--- src/rtl/arb_pkg.sv ---
// Shared types and helpers for the round-robin ring arbiter.
// Helpers work on a fixed MAX_N-bit container so any N up to MAX_N can use them.
package arb_pkg;

  localparam int DEFAULT_N        = 4;
  localparam int DEFAULT_MAX_HOLD = 8;
  localparam int MAX_N            = 32;
  localparam int MAX_IDX_W        = 5;

  typedef enum logic {
    IDLE = 1'b0,
    BUSY = 1'b1
  } arb_state_e;

  // Index of the set bit of a one-hot vector; 0 for an all-zero vector.
  function automatic int onehot_to_bin(input logic [MAX_N-1:0] v);
    int idx;
    idx = 0;
    for (int i = 0; i < MAX_N; i++) begin
      if (v[i]) idx = i;
    end
    return idx;
  endfunction

  // Rotate the low n bits of v left by one; bits at n and above come back zero.
  function automatic logic [MAX_N-1:0] rotl1(input logic [MAX_N-1:0] v, input int n);
    logic [MAX_N-1:0] r;
    int               j;
    r = '0;
    for (int i = 0; i < MAX_N; i++) begin
      j = (i + 1 == n) ? 0 : i + 1;
      if (i < n) r[j[MAX_IDX_W-1:0]] = v[i];
    end
    return r;
  endfunction

endpackage

--- src/rtl/rr_ring_ptr.sv ---
// One-hot priority ring register: resets to bit 0 and, on load,
// moves to the position just above the winner (with wrap).
module rr_ring_ptr
  import arb_pkg::*;
#(
  parameter int N = DEFAULT_N
) (
  input  logic         clk,
  input  logic         rst,
  input  logic         load,
  input  logic [N-1:0] winner,
  output logic [N-1:0] ptr
);

  always_ff @(posedge clk) begin
    if (rst) begin
      ptr <= N'(1);
    end else if (load) begin
      ptr <= N'(rotl1(MAX_N'(winner), N));
    end
  end

endmodule

--- src/rtl/rr_ring_arbiter.sv ---
// Round-robin arbiter: registered one-hot grant, rotating one-hot priority
// pointer, and an optional per-tenure hold limit that forces preemption.
module rr_ring_arbiter
  import arb_pkg::*;
#(
  parameter int N        = DEFAULT_N,
  parameter int MAX_HOLD = DEFAULT_MAX_HOLD,
  parameter int ID_W     = $clog2(N)
) (
  input  logic            clk,
  input  logic            rst,
  input  logic [N-1:0]    req,
  output logic [N-1:0]    grant,
  output logic            grant_valid,
  output logic [ID_W-1:0] grant_id,
  output logic [N-1:0]    ptr
);

  // Handshake: a requester raises req and keeps it high for as long as it
  // wants the resource; grant/grant_id are meaningful only while grant_valid
  // is high, and dropping req releases the grant at the next edge.

  localparam int CNT_W = (MAX_HOLD == 0) ? 1 : $clog2(MAX_HOLD + 1);

  arb_state_e       state;
  logic [CNT_W-1:0] count;
  logic [N-1:0]     cand;
  logic [N-1:0]     win;
  logic [ID_W-1:0]  win_id;
  logic             keep;
  logic             load;

  always_comb begin
    int  ptr_idx;
    int  idx;
    logic found;
    ptr_idx = onehot_to_bin(MAX_N'(ptr));
    keep    = (state == BUSY) && (|(req & grant)) &&
              ((MAX_HOLD == 0) || (count < CNT_W'(MAX_HOLD)));
    // The current holder never competes in its own re-arbitration; this is
    // what turns a hog into a one-cycle idle gap when nobody else is asking.
    cand    = (state == BUSY) ? (req & ~grant) : req;
    win     = '0;
    win_id  = '0;
    found   = 1'b0;
    idx     = 0;
    for (int k = 0; k < N; k++) begin
      idx = ptr_idx + k;
      if (idx >= N) idx = idx - N;
      if (!found && cand[idx[ID_W-1:0]]) begin
        found                 = 1'b1;
        win                   = '0;
        win[idx[ID_W-1:0]]    = 1'b1;
        win_id                = idx[ID_W-1:0];
      end
    end
    load = !keep && found;
  end

  always_ff @(posedge clk) begin
    if (rst) begin
      state       <= IDLE;
      grant       <= '0;
      grant_valid <= 1'b0;
      grant_id    <= '0;
      count       <= '0;
    end else if (keep) begin
      if (MAX_HOLD != 0) count <= count + CNT_W'(1);
    end else if (load) begin
      state       <= BUSY;
      grant       <= win;
      grant_valid <= 1'b1;
      grant_id    <= win_id;
      count       <= CNT_W'(1);
    end else begin
      state       <= IDLE;
      grant       <= '0;
      grant_valid <= 1'b0;
      grant_id    <= '0;
      count       <= '0;
    end
  end

  rr_ring_ptr #(.N(N)) u_ptr (
    .clk    (clk),
    .rst    (rst),
    .load   (load),
    .winner (win),
    .ptr    (ptr)
  );

endmodule
--- config.mk ---
export PLATFORM = sky130hd
export DESIGN_NAME = rr_ring_arbiter
export DESIGN_NICKNAME = d
export VERILOG_FILES = /design/src/rtl/arb_pkg.sv /design/src/rtl/rr_ring_ptr.sv /design/src/rtl/rr_ring_arbiter.sv
export SDC_FILE = /design/constraint.sdc
export NUM_CORES = 1
export LEC_CHECK = 0
export BUFFER_PORTS_ARGS = -buffer_cell sky130_fd_sc_hd__buf_2
export CORE_MARGIN = 4
export CORE_UTILIZATION = 52
export DETAILED_ROUTE_END_ITERATION = 7
export PLACE_DENSITY_LB_ADDON = 0.2
export SYNTH_ARGS = -nofsm -noshare
export SYNTH_HDL_FRONTEND = slang
export SYNTH_SLANG_ARGS = --single-unit
--- constraint.sdc ---
create_clock -name clk -period 2.3 [get_ports clk]
set_input_delay 0.345 -clock clk [delete_from_list [all_inputs] [get_ports clk]]
set_output_delay 0.345 -clock clk [all_outputs]
set_load 0.03 [all_outputs]
==> results.tsv, run 1 <==
stage	metric	value	unit
logic_synthesis	ys_ff_latch	15	
detailed_routing	viasPerCell	6.84	
critical_path	rrSetupSlack	0.1	ns
detailed_routing	routedWlPerCell	19.3	um
finish	drive_gt1_share	34.9	%
clock_tree	clock_latency	0.30	ns
critical_path	crit_path_start_kind	register	
critical_path	startpoint	u_ptr.ptr[2]$_SDFFE_PP0P_	
timing	hold_ws	0.357	ns
global_route	antenna_found_initial	0	
detailed_routing	vias	1341	
worst_hold_path	hold_class	input port to register	
finish	nNetsFinal	182	
global_route	grt_pass1_vias	1268	
power_and_ir_drop	leakage	0.605	nW
global_route	grt_max_degree	13	
die	dieArea	0.00346	mm2
die	rows	18	
power_and_ir_drop	p_clk_share	7.6	%
power_and_ir_drop	p_int	0.00109	W
timing	max_freq	0.454	GHz
power_and_ir_drop	p_per_area	1470	mW/mm2
power_and_ir_drop	switchingPower	0.00115	W
worst_hold_path	min_from	rst	
die	fp.dieH	58.8	um
place	placed_cell_area	0.00149	mm2
critical_path	reg2reg_from	u_ptr.ptr[2]$_SDFFE_PP0P_	
logic_synthesis	synth_edf_count	0	
critical_path	end_kind	register	
place	place_ws	0.0529	ns
clock_tree	cts_htree_levels	1	
timing	grt_setup_unrepaired	no	
timing	period_needed	2.20	ns
die	fp.dieW	58.8	um
timing	slew_headroom	53.8	%
power_and_ir_drop	comb_power_share	74.3	%
die	num_io_pins	17	
flow_run	cap_viol_max_count	0	
clock_tree	cts_sinks	15	
power_and_ir_drop	power_frac_seq	18.1	%
logic_synthesis	yosysWarnings	0	
critical_path	rr_endpoint	u_ptr.ptr[3]$_SDFFE_PP0P_	
detailed_routing	drtIter0Drc	50	
logic_synthesis	synthFlopType	dfxtp_1	
timing	report.final.slew_viol_count	0	
outcome	status	finished, final reports clean	
detailed_routing	drt_drc_violations_left	0	
logic_synthesis	yosysUniqueCellTypes	57	
detailed_routing	routed_wl	3.79	mm
clock_tree	clk_pin_slew	0.11	ns
detailed_routing	ant_nets	0	
clock_tree	cts_tree	done	
critical_path	crit_fanout	10	
critical_path	reg2regPathDepth	7	
clock_tree	root_buffer	clkbuf_4	
worst_hold_path	whs_endpoint	count[2]$_SDFF_PP0_	
critical_path	crit_type	register to register	
power_and_ir_drop	switching_share	51.4	%
detailed_routing	dr.pass1.iters	4	
place	place_congestion	0.967	
finish	diodes	0	
place	place_hpwl	2.87	mm
logic_synthesis	yosysTopAreaCell	dfxtp_1	
die	start_util	54.1	%
critical_path	required	2.50	ns
timing	finClkSkew	0.00160	ns
finish	fillCellCount	216	
logic_synthesis	syn_area	0.00134	mm2
logic_synthesis	synth-async-reset-ratio	0	%
place	io_buffers	16	
clock_tree	cts_made_buffers	3	
place	placed_cells	191	
global_route	track_usage	24.1	%
logic_synthesis	yosysSeqAreaShare	22.4	%
worst_hold_path	min_delay_path_depth	2	
clock_tree	cts.path.max_buffers	2	
finish	area_growth_syn_to_layout	14.2	%
global_route	grt_pass1_wl	6.32	mm
timing	setup_viol_count_final	0	
power_and_ir_drop	peakVddDrop	762	uV
logic_synthesis	syn_avg_cell_area	9.19	um2
finish	final_cells	196	
logic_synthesis	synth.area.top_cells	dfxtp_1, ha_1, mux4_2	
die	core_area	0.00248	mm2
timing	finalHoldViolations	0	
timing	worst_pin_slew	0.687	ns
timing	finalCritPeriodShare	95.7	%
logic_synthesis	synth_nets	161	
global_route	grt.overflow.total	0	
finish	design_area	0.00153	mm2
logic_synthesis	synthCells	146	
logic_synthesis	synthDominantCellAreaShare	22.4	%
timing	setup_ws	0.0996	ns
critical_path	critPathArrivalTime	2.40	ns
## flip-flops by register name, indices dropped and copies added, names as in the netlist
name and flops:
grant_id 2, state 1, count 4, u_ptr.ptr 4, grant 4
## logic make-up (layout without fill, tap and decap cells)
logic type	count (synthesis)	after routing	share of synthesized area [%]
flip-flops	15	15	22.4
AO/OA/AOI/OAI	60	60	36.8
buffers and inverters	12	32	4.57
adder cells (fa/ha/maj)	9	9	8.40
multiplexers	5	5	8.40
AND/OR/NAND/NOR	44	44	18.8
XOR/XNOR	1	1	0.653
## layout make-up
class                   count  area, um2  share of cell area (%)
clock buffers               3       22.5                    1.47
clock inverters             1       7.51                   0.490
inverters                   5       21.3                    1.39
multi-input cells         119       1000                    65.3
flip-flops and latches     15        310                    20.3
well taps                  30       37.5                    2.45
repair buffers             23        133                    8.66
## timing repair
action,CTS,global route
setup buffers,0,1
hold buffers,0,0
setup endpoints to repair,0,4
resized for setup,0,3
## worst max-delay path, cell delays in order, from the launching register on
cell and delay (ns):
dfxtp_4 0.38, or2_4 0.27, ha_4 0.28, or3_4 0.39, o31ai_2 0.21, a21oi_1 0.08, or4_1 0.41, o41ai_1 0.07
## cells in the final DEF, fill, tap and decap left out, types with 4 or more instances in the layout
master,instances
a21oi_1,9
a32oi_1,5
buf_2,16
buf_4,7
dfxtp_1,11
ha_1,8
mux4_2,5
nand2_1,8
nor2_1,10
nor2b_1,4
nor3_1,6
## how the worst max path moves through the flow
| stage | to | slack (ns) |
|---|---|---|
| 5_1_grt | u_ptr.ptr[1]$_SDFFE_PP0P_ | 0.02 |
| 3_5_place_dp | u_ptr.ptr[3]$_SDFFE_PP0P_ | 0.05 |
| 3_3_place_gp | u_ptr.ptr[1]$_SDFFE_PP0P_ | 0.11 |
| 6_report | u_ptr.ptr[3]$_SDFFE_PP0P_ | 0.1 |
| 4_1_cts | u_ptr.ptr[3]$_SDFFE_PP0P_ | 0.04 |
| 2_1_floorplan | u_ptr.ptr[1]$_SDFFE_PP0P_ | -0.15 |
## per-layer routing
layer	vias up	GRT usage (%)	wire length, um
met5	-	0	0
met4	0	9.06	65
met3	7	3.73	285
met2	62	39.0	1780
met1	652	32.2	1660
li1	620	-	-
## power by group through the flow
stage          sequential, W  clock, W  combinational (W)
3_5_place_dp        0.000409         0            0.00162
5_1_grt             0.000416  0.000179            0.00180
2_1_floorplan       0.000517         0            0.00116
6_report            0.000407  0.000170            0.00167
4_1_cts             0.000403  0.000168            0.00163
3_3_place_gp        0.000405         0            0.00159
## per-stage QoR
| step | util, % | power (W) | TNS (ns) |
|---|---|---|---|
| after floorplan | - | 0.00168 | -0.299 |
| after global placement | 60.2 | 0.00200 | 0 |
| after detailed placement | 60.2 | 0.00203 | 0 |
| after CTS | 61.4 | 0.00220 | 0 |
| after global routing | 61.8 | 0.00239 | 0 |
| final | 61.8 | 0.00225 | 0 |
## synth_stat cells (all sizes together) (2+ instances only)
cell type / n
or4: 3
a32oi: 5
nor2: 11
a31oi: 2
mux4: 5
nor4: 3
o211ai: 2
o21ai: 6
a22oi: 3
inv: 5
a21boi: 5
clkbuf: 3
nor2b: 5
a21oi: 10
and2: 2
nand2: 8
buf: 4
o31ai: 5
dfxtp: 15
o41ai: 3
nor3: 6
or2: 2
ha: 9
a211oi: 2
a21bo: 3
a221oi: 3
Power figures use the tool's default switching activity.
==> run 2: changes to the inputs <==
- CORE_UTILIZATION: 52 -> 30
==> results.tsv, run 2 (synthesis gave the netlist of run 1 again) <==
stage	metric	value	unit	change
critical_path	reg2reg_from	u_ptr.ptr[2]$_SDFFE_PP0P_		
outcome	status	finished, final reports clean		
clock_tree	root_buffer	clkbuf_8		
detailed_routing	vias	1320		-1.6%
die	start_util	30.8	%	-23 points
critical_path	crit_type	register to register		
clock_tree	cts_made_buffers	3		unchanged
critical_path	critPathBufInv	0		unchanged
critical_path	startpoint	u_ptr.ptr[2]$_SDFFE_PP0P_		
critical_path	crit_end	u_ptr.ptr[1]$_SDFFE_PP0P_		
clock_tree	clock_latency	0.25	ns	-0.05 ns
critical_path	max_stage_delay	0.43	ns	+0.02 ns
critical_path	path_cells	or2_1 > ha_4 > or3_4 > o31ai_2 > a21oi_1 > or4_1 > o41ai_2		
clock_tree	cts.path.max_buffers	2		unchanged
place	place_congestion	0.871		-9.9%
detailed_routing	viasPerCell	5.87		-14%
critical_path	end_kind	register		
finish	diodes	0		unchanged
global_route	antenna_found_initial	0		unchanged
detailed_routing	dr.pass1.iters	5		+1
power_and_ir_drop	comb_power_share	74.0	%	-0.3 points
critical_path	required	2.44	ns	-0.06 ns
global_route	track_usage	15.8	%	-8.3 points
timing	finalCritPeriodShare	96.2	%	+0.56 points
detailed_routing	ant_nets	0		unchanged
power_and_ir_drop	p_int	0.00122	W	+12%
finish	drive_gt1_share	35.8	%	+0.90 points
detailed_routing	drt_drc_violations_left	0		unchanged
power_and_ir_drop	peakVddDrop	749	uV	-1.7%
detailed_routing	routed_wl	4.15	mm	+9.4%
die	dieArea	0.00560	mm2	+62%
critical_path	cp.depth	7		unchanged
power_and_ir_drop	p_per_area	1480	mW/mm2	+0.72%
timing	report.final.slew_viol_count	0		unchanged
finish	fillCellCount	464		+110%
die	core_area	0.00435	mm2	+76%
finish	final_common_cell	buf_2		
power_and_ir_drop	switching_share	49.0	%	-2.3 points
die	fp.dieW	74.9	um	+27%
timing	hold_ws	0.448	ns	+0.0910 ns
critical_path	rrSetupSlack	0.09	ns	about the same
critical_path	path_delay_family	simple AND/OR/NAND/NOR gates		
power_and_ir_drop	switchingPower	0.00118	W	+1.9%
clock_tree	clk_pin_slew	0.07	ns	-0.04 ns
timing	finClkSkew	0.00474	ns	+0.00314 ns
place	place_hpwl	3.27	mm	+14%
clock_tree	cts_htree_levels	1		unchanged
clock_tree	cts_sinks	15		unchanged
timing	finalHoldViolations	0		unchanged
worst_hold_path	hold_class	input port to register		
finish	final_cell_mix	buf_2, buf_4, dfxtp_1		
power_and_ir_drop	power_frac_seq	16.7	%	-1.4 points
clock_tree	cts_tree	done		
critical_path	crit_fanout	6		-4
worst_hold_path	min_delay_path_depth	2		unchanged
critical_path	crit_path_start_kind	register		
critical_path	critPathArrivalTime	2.36	ns	-0.04 ns
die	num_io_pins	17		unchanged
power_and_ir_drop	leakage	0.647	nW	+6.9%
timing	max_freq	0.452	GHz	-0.58%
global_route	grt_pass1_vias	1304		+2.8%
place	place_ws	0.0250	ns	-0.0278 ns
finish	nNetsFinal	189		+3.8%
clock_tree	cts_hold_buffers	0		unchanged
finish	final_util	37.3	%	-25 points
timing	period_needed	2.21	ns	+0.0129 ns
timing	setup_ws	0.0867	ns	-0.0129 ns
critical_path	reg2regPathDepth	7		unchanged
timing	slew_headroom	56.4	%	+2.6 points
critical_path	rr_endpoint	u_ptr.ptr[1]$_SDFFE_PP0P_		
place	io_buffers	16		unchanged
finish	top_regs	count x4, grant x4, u_ptr.ptr x4		
timing	worst_pin_slew	0.648	ns	-0.0381 ns
power_and_ir_drop	p_clk_share	9.2	%	+1.6 points
global_route	grt_pass1_wl	6.73	mm	+6.6%
die	rows	24		+6
flow_run	cap_viol_max_count	0		unchanged
die	fp.dieH	74.9	um	+27%
timing	setup_viol_count_final	0		unchanged
critical_path	cpMaxStageDelayCell	or4_1		
detailed_routing	routedWlPerCell	18.4	um	-4.7%
detailed_routing	drtIter0Drc	91		+82%
global_route	grt_max_degree	13		unchanged
finish	area_growth_syn_to_layout	21.0	%	
global_route	grt.overflow.total	0		unchanged
-- run 2: through the flow --
step                      std cells  setup TNS (ns)  power, W  area [um2]
after floorplan                 146          -0.299   0.00168        1380
after CTS                       221               0   0.00231        1590
after global placement          217               0   0.00206        1550
after global routing            225        -0.00132   0.00257        1620
final                           225               0   0.00240        1620
after detailed placement        217               0   0.00208        1550
-- run 2: what timing repair did --
action | CTS | global route
setup endpoints to repair | 1 | 3
endpoints found under the hold margin | 0 | 0
pin swaps | 0 | 1
setup buffers | 0 | 4
cloned | 0 | 0
resized for setup | 1 | 0
-- run 2: power by group through the flow --
stage / clock network (W) / registers, W / logic (W)
after detailed placement: 0 / 0.000408 / 0.00167
after global routing: 0.000231 / 0.000412 / 0.00192
after floorplan: 0 / 0.000517 / 0.00116
after CTS: 0.000224 / 0.000403 / 0.00168
final: 0.000221 / 0.000402 / 0.00178
after global placement: 0 / 0.000404 / 0.00165
-- run 2: worst min-delay path by stage --
| stage | end | start |
|---|---|---|
| after floorplan | count[0]$_SDFF_PP0_ | count[0]$_SDFF_PP0_ |
| after global placement | grant_id[0]$_SDFFE_PP0N_ | grant_id[0]$_SDFFE_PP0N_ |
| after detailed placement | grant_id[0]$_SDFFE_PP0N_ | grant_id[0]$_SDFFE_PP0N_ |
| after CTS | count[2]$_SDFF_PP0_ | rst |
| after global routing | count[2]$_SDFF_PP0_ | rst |
| final | count[2]$_SDFF_PP0_ | rst |
-- run 2: per-layer routing --
| layer | share of wire, % | global-route usage [%] | up-vias |
|---|---|---|---|
| li1 | - | - | 634 |
| met1 | 48 | 22.3 | 646 |
| met2 | 46 | 24.4 | 34 |
| met3 | 4.1 | 1.87 | 6 |
| met4 | 1.5 | 6.32 | 0 |
| met5 | 0 | 0 | - |
-- run 2: layout make-up --
cell class	count	area, um2	share of cell area, %
clock buffers	4	45.0	2.78
multi-input cells	119	997	61.4
well taps	52	65.1	4.01
inverters	5	21.3	1.31
flip-flops and latches	15	309	19.0
repair buffers	30	185	11.4
-- run 2: worst register-to-register path, cell delays in order, from the launching register on --
cell and delay (ns):
dfxtp_4 0.37, or2_1 0.28, ha_4 0.26, or3_4 0.39, o31ai_2 0.21, a21oi_1 0.10
or4_1 0.44, o41ai_2 0.07
==> run 3: changes to the inputs <==
- CELL_PAD_IN_SITES_DETAIL_PLACEMENT: not set -> 1
- CELL_PAD_IN_SITES_GLOBAL_PLACEMENT: not set -> 2
- SETUP_SLACK_MARGIN: not set -> 0.4
==> results.tsv, run 3 (synthesis gave the netlist of run 1 again) <==
stage	metric	value	unit	change
outcome	status	finished, final reports clean		
finish	diodes	0		unchanged
finish	drive_gt1_share	48.9	%	+13 points
clock_tree	cts_hold_buffers	0		unchanged
detailed_routing	viasPerCell	6.00		+2.2%
timing	worst_pin_slew	0.586	ns	-0.0629 ns
critical_path	max_stage_delay	0.42	ns	about the same
critical_path	startpoint	u_ptr.ptr[1]$_SDFFE_PP0P_		
critical_path	path_delay_family	simple AND/OR/NAND/NOR gates		
global_route	grt_max_degree	13		unchanged
detailed_routing	drt_drc_violations_left	0		unchanged
timing	report.final.slew_viol_count	0		unchanged
critical_path	crit_type	register to register		
worst_hold_path	min_from	rst		
timing	hold_ws	0.442	ns	-0.00606 ns
finish	final_cell_mix	buf_4, buf_2, dfxtp_1		
clock_tree	root_buffer	clkbuf_8		
flow_run	cap_viol_max_count	0		unchanged
die	core_area	0.00435	mm2	unchanged
global_route	grt_pass1_vias	1374		+5.4%
finish	fillCellCount	509		+9.7%
critical_path	crit_path_start_kind	register		
timing	setup_ws	0.108	ns	+0.0210 ns
place	place_congestion	0.864		-0.76%
die	num_io_pins	17		unchanged
finish	multi_input_area	0.00115	mm2	+15%
clock_tree	clock_latency	0.26	ns	about the same
critical_path	critPathArrivalTime	2.35	ns	about the same
die	fp.dieW	74.9	um	unchanged
finish	area_growth_syn_to_layout	43.7	%	
detailed_routing	met3_length	130	um	-24%
power_and_ir_drop	switching_share	49.0	%	about the same
critical_path	cpMaxStageDelayCell	or3_4		
power_and_ir_drop	switchingPower	0.00152	W	+30%
die	start_util	30.8	%	unchanged
timing	grt_setup_unrepaired	yes		
critical_path	required	2.46	ns	+0.02 ns
critical_path	path_cells	nor2b_4 > nor2_8 > ha_4 > or3_4 > o31ai_4 > a21oi_2 > or4_1 > o41ai_2		
timing	max_freq	0.456	GHz	+0.96%
place	io_buffers	16		unchanged
place	place_ws	0.0172	ns	-0.00780 ns
power_and_ir_drop	peakVddDrop	604	uV	-19%
place	placed_cell_area	0.00157	mm2	+1.5%
worst_hold_path	min_delay_path_depth	2		unchanged
critical_path	rr_endpoint	u_ptr.ptr[1]$_SDFFE_PP0P_		
power_and_ir_drop	p_clk_share	7.6	%	-1.6 points
power_and_ir_drop	p_int	0.00159	W	+30%
die	dieArea	0.00560	mm2	unchanged
worst_hold_path	hold_class	input port to register		
critical_path	rrSetupSlack	0.11	ns	+0.02 ns
critical_path	end_kind	register		
finish	top_regs	count x4, grant x4, u_ptr.ptr x4		
detailed_routing	dr.pass1.iters	4		-1
clock_tree	cts_sinks	15		unchanged
clock_tree	cts.path.max_buffers	2		unchanged
finish	nNetsFinal	204		+7.9%
critical_path	critPathBufInv	0		unchanged
global_route	track_usage	17.8	%	+2.0 points
place	placed_cells	219		+0.92%
timing	setup_viol_count_final	0		unchanged
critical_path	reg2reg_from	u_ptr.ptr[1]$_SDFFE_PP0P_		
global_route	grt.overflow.total	0		unchanged
clock_tree	clk_pin_slew	0.08	ns	about the same
power_and_ir_drop	power_frac_seq	13.0	%	-3.7 points
timing	finalHoldViolations	0		unchanged
place	place_hpwl	3.60	mm	+10%
die	fp.dieH	74.9	um	unchanged
die	rows	24		unchanged
finish	final_cells	240		+6.7%
timing	slew_headroom	60.5	%	+4.1 points
detailed_routing	route.met2.wl	2.62	mm	+37%
finish	design_area	0.00193	mm2	+19%
detailed_routing	drtIter0Drc	79		-13%
timing	period_needed	2.19	ns	-0.0210 ns
clock_tree	cts_tree	done		
detailed_routing	vias	1439		+9.0%
detailed_routing	ant_nets	0		unchanged
timing	finalCritPeriodShare	95.3	%	-0.91 points
power_and_ir_drop	p_per_area	1610	mW/mm2	+9.2%
power_and_ir_drop	leakage	0.765	nW	+18%
clock_tree	cts_htree_levels	1		unchanged
global_route	grt_pass1_wl	7.39	mm	+9.7%
timing	finClkSkew	0.00507	ns	+0.000326 ns
worst_hold_path	whs_endpoint	count[2]$_SDFF_PP0_		
global_route	antenna_found_initial	0		unchanged
detailed_routing	met1_length	2.33	mm	+17%
finish	final_common_cell	buf_4		
critical_path	crit_fanout	4		-2
finish	seq_area	310	um2	+0.41%
critical_path	reg2regPathDepth	8		+1
detailed_routing	routedWlPerCell	21.5	um	+17%
detailed_routing	routed_wl	5.15	mm	+24%
clock_tree	cts_made_buffers	3		unchanged
detailed_routing	top_layer	met4		
power_and_ir_drop	comb_power_share	79.4	%	+5.4 points
==> run 3: cell types whose count changed in the layout (fill, tap and decap cells not counted), sizes merged <==
cell and change:
clkinv +1, clkinvlp +1, inv -1, buf +15, clkbuf -1
==> run 3: worst max-delay path by stage <==
stage / to / slack [ns] / cells after the start
after floorplan: u_ptr.ptr[1]$_SDFFE_PP0P_ / -0.15 / 10
after global placement: u_ptr.ptr[1]$_SDFFE_PP0P_ / 0.08 / 7
after detailed placement: u_ptr.ptr[1]$_SDFFE_PP0P_ / 0.02 / 7
after CTS: u_ptr.ptr[1]$_SDFFE_PP0P_ / 0.11 / 8
after global routing: u_ptr.ptr[2]$_SDFFE_PP0P_ / 0.04 / 10
final: u_ptr.ptr[1]$_SDFFE_PP0P_ / 0.11 / 8
==> run 3: layout make-up <==
cell class	count	area share [%]
clock buffers	3	2.14
clock inverters	1	0.390
repair buffers	45	16.9
well taps	52	3.38
flip-flops and latches	15	16.1
multi-input cells	119	59.5
inverters	5	1.62
==> run 3: stage by stage <==
stage	setup TNS, ns	util, %	total power [W]
final	0	44.3	0.00311
after global routing	0	44.3	0.00328
after CTS	0	38.7	0.00251
after detailed placement	0	36.1	0.00212
after global placement	0	36.1	0.00209
after floorplan	-0.299	-	0.00169
==> run 3: power by group through the flow <==
stage	logic (W)	clock network, W	registers [W]
after floorplan	0.00117	0	0.000517
after CTS	0.00187	0.000238	0.000404
after detailed placement	0.00171	0	0.000408
after global routing	0.00262	0.000247	0.000412
after global placement	0.00169	0	0.000403
final	0.00247	0.000238	0.000404
==> run 3: what timing repair did <==
action | 4_1_cts | 5_1_grt
setup endpoints to repair | 10 | 10
setup buffers | 5 | 12
pin swaps | 1 | 6
gates resized for setup | 7 | 28
cloned | 0 | 0
hold endpoints to repair | 0 | 0
==> run 3: routing by layer <==
| metal | up-vias | global-route usage (%) |
|---|---|---|
| li1 | 671 | - |
| met1 | 733 | 23.9 |
| met2 | 29 | 29.5 |
| met3 | 6 | 2.54 |
| met4 | 0 | 5.14 |
| met5 | - | 0 |
